[config.mk]
export PLATFORM = sky130hd
export DESIGN_NAME = mp_add_seq
export DESIGN_NICKNAME = d
export VERILOG_FILES = /design/src/rtl/mp_add_pkg.sv /design/src/rtl/csel_add16.sv /design/src/rtl/mp_add_seq.sv
export SDC_FILE = /design/constraint.sdc
export NUM_CORES = 1
export LEC_CHECK = 0
export BUFFER_PORTS_ARGS = -buffer_cell sky130_fd_sc_hd__buf_2
export CAP_MARGIN = 20
export CELL_PAD_IN_SITES_DETAIL_PLACEMENT = 1
export CELL_PAD_IN_SITES_GLOBAL_PLACEMENT = 1
export CORE_AREA = 2 2 158 160
export CTS_CLUSTER_DIAMETER = 30
export DETAILED_ROUTE_END_ITERATION = 10
export DIE_AREA = 0 0 160 162
export GPL_TIMING_DRIVEN = 0
export PLACE_DENSITY = 0.82
export SYNTH_ARGS = -nofsm -noshare
export SYNTH_HDL_FRONTEND = slang
export SYNTH_SLANG_ARGS = --single-unit
[constraint.sdc]
create_clock -name clk -period 3.3 [get_ports clk]
set_input_delay 0.495 -clock clk [delete_from_list [all_inputs] [get_ports clk]]
set_output_delay 0.495 -clock clk [all_outputs]
set_load 0.05 [all_outputs]
[src/rtl/mp_add_pkg.sv]
// Shared definitions for the multi-precision add sequencer: chunk width and FSM state type.
package mp_add_pkg;

  localparam int unsigned CHUNK_W = 16;

  typedef enum logic [1:0] {
    StIdle,
    StRun,
    StDone
  } state_e;

endpackage

[src/rtl/csel_add16.sv]
// Combinational 16-bit carry-select adder slice: ripple low byte, high byte precomputed
// for both carry-in values and picked by the low-byte carry.
module csel_add16 (
  input  logic [15:0] a,
  input  logic [15:0] b,
  input  logic        ci,
  output logic [15:0] s,
  output logic        co
);

  logic [8:0] lo_sum;
  logic [8:0] hi_sum0;
  logic [8:0] hi_sum1;

  assign lo_sum  = {1'b0, a[7:0]} + {1'b0, b[7:0]} + {8'd0, ci};
  assign hi_sum0 = {1'b0, a[15:8]} + {1'b0, b[15:8]};
  assign hi_sum1 = {1'b0, a[15:8]} + {1'b0, b[15:8]} + 9'd1;

  assign s[7:0]  = lo_sum[7:0];
  assign s[15:8] = lo_sum[8] ? hi_sum1[7:0] : hi_sum0[7:0];
  assign co      = lo_sum[8] ? hi_sum1[8]   : hi_sum0[8];

endmodule

[src/rtl/mp_add_seq.sv]
// Multi-precision add sequencer: one 16-bit chunk per cycle, LSB first, with a registered carry.
// Define MP_SUB_EN to add the op_sub port (A - B via inverted B and forced carry-in).
module mp_add_seq
  import mp_add_pkg::*;
#(
  parameter int unsigned WORDS = 4
) (
  input  logic                       clk,
  input  logic                       rst,
  input  logic                       in_valid,
  output logic                       in_ready,
  input  logic [CHUNK_W*WORDS-1:0]   inA,
  input  logic [CHUNK_W*WORDS-1:0]   inB,
  input  logic                       ci,
`ifdef MP_SUB_EN
  input  logic                       op_sub,
`endif
  output logic                       out_valid,
  input  logic                       out_ready,
  output logic [CHUNK_W*WORDS-1:0]   out,
  output logic                       co
);

  localparam int unsigned W  = CHUNK_W * WORDS;
  localparam int unsigned KW = (WORDS > 1) ? $clog2(WORDS) : 1;

  state_e         state_q, state_d;
  logic [W-1:0]   a_q, a_d;
  logic [W-1:0]   b_q, b_d;
  logic [W-1:0]   out_q, out_d;
  logic           carry_q, carry_d;
  logic           co_q, co_d;
  logic [KW-1:0]  k_q, k_d;

  logic [CHUNK_W-1:0] chunk_a;
  logic [CHUNK_W-1:0] chunk_b;
  logic [CHUNK_W-1:0] chunk_sum;
  logic               chunk_co;
  logic               start_carry;

  assign chunk_a = a_q[k_q*CHUNK_W +: CHUNK_W];

`ifdef MP_SUB_EN
  logic sub_q, sub_d;

  // Subtraction is A + ~B + 1; the +1 enters through the initial carry.
  assign chunk_b     = b_q[k_q*CHUNK_W +: CHUNK_W] ^ {CHUNK_W{sub_q}};
  assign start_carry = op_sub ? 1'b1 : ci;

  always_ff @(posedge clk) begin
    if (rst) begin
      sub_q <= 1'b0;
    end else begin
      sub_q <= sub_d;
    end
  end

  always_comb begin
    sub_d = sub_q;
    if (state_q == StIdle && in_valid) begin
      sub_d = op_sub;
    end
  end
`else
  assign chunk_b     = b_q[k_q*CHUNK_W +: CHUNK_W];
  assign start_carry = ci;
`endif

  csel_add16 u_slice (
    .a  (chunk_a),
    .b  (chunk_b),
    .ci (carry_q),
    .s  (chunk_sum),
    .co (chunk_co)
  );

  always_comb begin
    state_d = state_q;
    a_d     = a_q;
    b_d     = b_q;
    out_d   = out_q;
    carry_d = carry_q;
    co_d    = co_q;
    k_d     = k_q;
    unique case (state_q)
      StIdle: begin
        if (in_valid) begin
          a_d     = inA;
          b_d     = inB;
          carry_d = start_carry;
          k_d     = '0;
          state_d = StRun;
        end
      end
      StRun: begin
        out_d[k_q*CHUNK_W +: CHUNK_W] = chunk_sum;
        carry_d = chunk_co;
        if (k_q == KW'(WORDS - 1)) begin
          co_d    = chunk_co;
          state_d = StDone;
        end else begin
          k_d = k_q + KW'(1);
        end
      end
      StDone: begin
        if (out_ready) begin
          state_d = StIdle;
        end
      end
      default: state_d = StIdle;
    endcase
  end

  always_ff @(posedge clk) begin
    if (rst) begin
      state_q <= StIdle;
      a_q     <= '0;
      b_q     <= '0;
      out_q   <= '0;
      carry_q <= 1'b0;
      co_q    <= 1'b0;
      k_q     <= '0;
    end else begin
      state_q <= state_d;
      a_q     <= a_d;
      b_q     <= b_d;
      out_q   <= out_d;
      carry_q <= carry_d;
      co_q    <= co_d;
      k_q     <= k_d;
    end
  end

  // Handshake outputs come straight from state, never from in_valid/out_ready.
  assign in_ready  = (state_q == StIdle);
  assign out_valid = (state_q == StDone);
  assign out       = out_q;
  assign co        = co_q;

endmodule

==> flow_summary.yaml <==
critical_path:
  cp_data_required_time_ps: 3630
  r2r_cells: 12
  end_kind: "flop"
  crit_arrival_ps: 3820
  start_kind: "flop"
  rr_startpoint: "k_q[1]$_SDFFE_PP0P_"
  worstPathMaxFanout: 10
  critical_path_class: "reg -> reg"
  reg2reg_slack_ps: -190
  r2r-end: "carry_q$_SDFFE_PP0P_"
place:
  dp.cells: 1507
  post-dp-hpwl_microns: 23930
  routabilityCongestion: 0.9161
  pre_cts_ws_ps: -999.4
  port_buffers: 198
drt:
  drt-total-wl_microns: 32890
  num_vias: 8495
  drt_iter0_drc: 698
  drc: 0
  routedWlPerCell_microns: 21.08
  vias_per_cell: 5.446
  drt.antenna.violating_nets: 0
  drt_pass1_iterations: 5
global_route:
  grt_start_max_net_pins: 20
  grt_pass1_vias: 8534
  grt_remaining_overflow: 0
  track_usage_pct: 24.18
  grt_pass1_wl_microns: 48320
  antenna_found_initial: 0
timing:
  fin_crit_sh_pct: 105.7
  final-hold-violation-count: 0
  finalCriticalPeriod_ps: 3487
  rsz0062_at_grt: "yes"
  clock.fmax_ghz: 0.2868
  tns_ps: -1545
  max_slew_margin_pct: 34.42
  fin_worst_skew_ps: 15.81
  worst_pin_slew_ps: 968.4
  setup_ws_ps: -186.9
  finalSetupViolCount: 26
  slew_violations: 0
clocking:
  cts_buffer_depth: 2
  cts_sinks: 198
  clock_latency_ps: 450
  cts_root_buf: "clkbuf_16"
  h-tree-depth: 4
  cts_tree: "built"
  cts_buffers: 17
  hold_buffers: 0
  path_clk_slew_ps: 80
layout:
  multiInputGateArea_sq_mm: 0.004706
  n_antenna_cell: 0
  fin_util_pct: 46.29
  nFillCells: 2926
  layout-drive-gt1-share_pct: 28.32
  final_nets: 1381
  syn_to_final_growth_pct: 29.96
  instances_no_fill: 1560
  ff_latch_area_sq_mm: 0.003969
min_path:
  min_from: "inB[42]"
  holdPathStages: 3
  min_to: "b_q[42]$_SDFFE_PP0P_"
  min_path_type: "in -> reg"
synthesis:
  synth_area_leaders: "dfxtp_1 46%, nand2_1 12%, mux4_2 8.4%"
  ys_ff_latch: 198
  syn_inst: 985
  netlist_area_sq_mm: 0.008587
  seq_area_frac_synth_pct: 46.16
  synth_fp_nets: 1143
  ys_warn_count: 0
  syn_area_per_cell_sq_um: 8.718
  ys_types: 49
  yosys.area.top_type_share_pct: 46.16
  synth_top_area_cell: "dfxtp_1"
floorplanning:
  std_cell_rows: 57
  die_y_microns: 162
  die_w_microns: 160
  die-area_sq_mm: 0.02592
  ios: 200
  core_sq_mm: 0.02411
  start_util_pct: 35.62
pwr:
  power_mw: 5.640
  ir_drop_uv: 384.5
  p_per_area_mw_per_mm2: 505.4
  leakage_nw: 4.497
run:
  cap_violations: 0
status:
  violations: "negative setup slack"
  outcome: "complete, but fails checks"
state kept, by name, summed over array words and instances, names as in the netlist:
signal,count
carry_q,1
co,1
out,64
state_q,2
a_q,64
k_q,2
b_q,64
logic make-up (layout without fill, tap and decap cells):
kind of cell | after synthesis | count (layout) | synth area share, %
AO/OA/AOI/OAI | 239 | 239 | 16.92
XOR/XNOR | 12 | 12 | 1.224
adder cells (fa/ha/maj) | 25 | 25 | 3.905
buffers and inverters | 74 | 325 | 3.308
flip-flops | 198 | 198 | 46.16
multiplexers | 34 | 34 | 8.626
AND/OR/NAND/NOR | 403 | 403 | 19.86
worst max path at each step:
stage	depth (start not counted)	start	endpoint	slack (ps)
3_3_place_gp	11	k_q[1]$_SDFFE_PP0P_	out[30]$_SDFFE_PP0P_	-940
2_1_floorplan	10	k_q[1]$_SDFFE_PP0P_	out[63]$_SDFFE_PP0P_	20
6_report	12	k_q[1]$_SDFFE_PP0P_	carry_q$_SDFFE_PP0P_	-190
3_5_place_dp	11	k_q[1]$_SDFFE_PP0P_	out[30]$_SDFFE_PP0P_	-1000
4_1_cts	10	k_q[0]$_SDFFE_PP0P_	co$_SDFFE_PP0P_	-60
5_1_grt	12	k_q[1]$_SDFFE_PP0P_	carry_q$_SDFFE_PP0P_	-250
timing repair:
action	CTS	global route
setup buffers	12	10
pin swaps	11	29
resized for setup	45	48
endpoints found under the setup margin	50	37
per-layer routing:
metal / track usage (%) / part of all wire (%) / vias up
met1: 31.22 / 43 / 4148
met4: 10.61 / 3.7 / 0
met5: 0 / 0 / -
li1: - / - / 3899
met2: 40.18 / 48 / 369
met3: 3.958 / 6.0 / 79
per-stage QoR:
stage | hold WS (ps) | cell area [sq um]
after global routing | 280.1 | 11160
after CTS | 271.8 | 10840
after floorplan | 433.1 | 8611
after detailed placement | 446.8 | 10010
final | 278.7 | 11160
after global placement | 438.7 | 10010
cells in the mapped netlist (all sizes together):
cell / instances
xor2: 6
o211a: 1
a211o: 1
nor2: 66
nand3b: 12
clkbuf: 63
and3b: 1
a32oi: 1
xnor2: 6
nor4b: 1
and4: 1
nand4: 4
a22oi: 36
mux2i: 2
nand2b: 7
a2bb2oi: 9
ha: 22
nor4: 3
o21a: 2
a211oi: 5
nor3: 11
a21oi: 140
a221o: 5
o22ai: 1
or2: 5
o211ai: 8
o21ai: 16
a21o: 5
nand4b: 1
dfxtp: 198
nand2: 273
or3: 2
inv: 5
and3: 1
a31oi: 2
nor2b: 8
and2: 2
o311ai: 5
buf: 6
fa: 3
mux4: 32
a21boi: 1
o21ba: 1
nand3: 5
worst max-delay path, stage by stage, from the launching register on:
cell,delay (ps)
dfxtp_2,370
clkbuf_8,200
buf_8,180
mux4_2,390
ha_4,200
fa_2,430
a211oi_4,320
o22ai_2,150
nor4_4,240
buf_4,200
nand4_1,210
buf_4,210
a211o_1,250
cell type report:
class                      count  share of cell area, %
multi-input combinational    713                  42.17
sequential                   198                  35.56
timing repair buffer         220                  10.43
clock buffer                  18                  3.846
tap                          324                  3.633
buffer                        68                  2.982
clock inverter                14                  1.211
inverter                       5                 0.1682
placed cells by master, fill, tap and decap left out, types with 20 or more instances in the layout:
cell and count:
nand2_1 271, buf_2 199, dfxtp_1 196, a21oi_1 138, nor2_1 66, clkbuf_1 60
mux4_2 32, a22oi_1 32, buf_4 20
power breakdown:
| part | switching (mW) | leakage (nW) | internal (mW) |
|---|---|---|---|
| logic | 0.625 | 2.62 | 0.391 |
| registers | 0.0720 | 1.62 | 2.50 |
| clock network | 1.05 | 0.265 | 1.00 |
(Power assumes the default switching activity.)
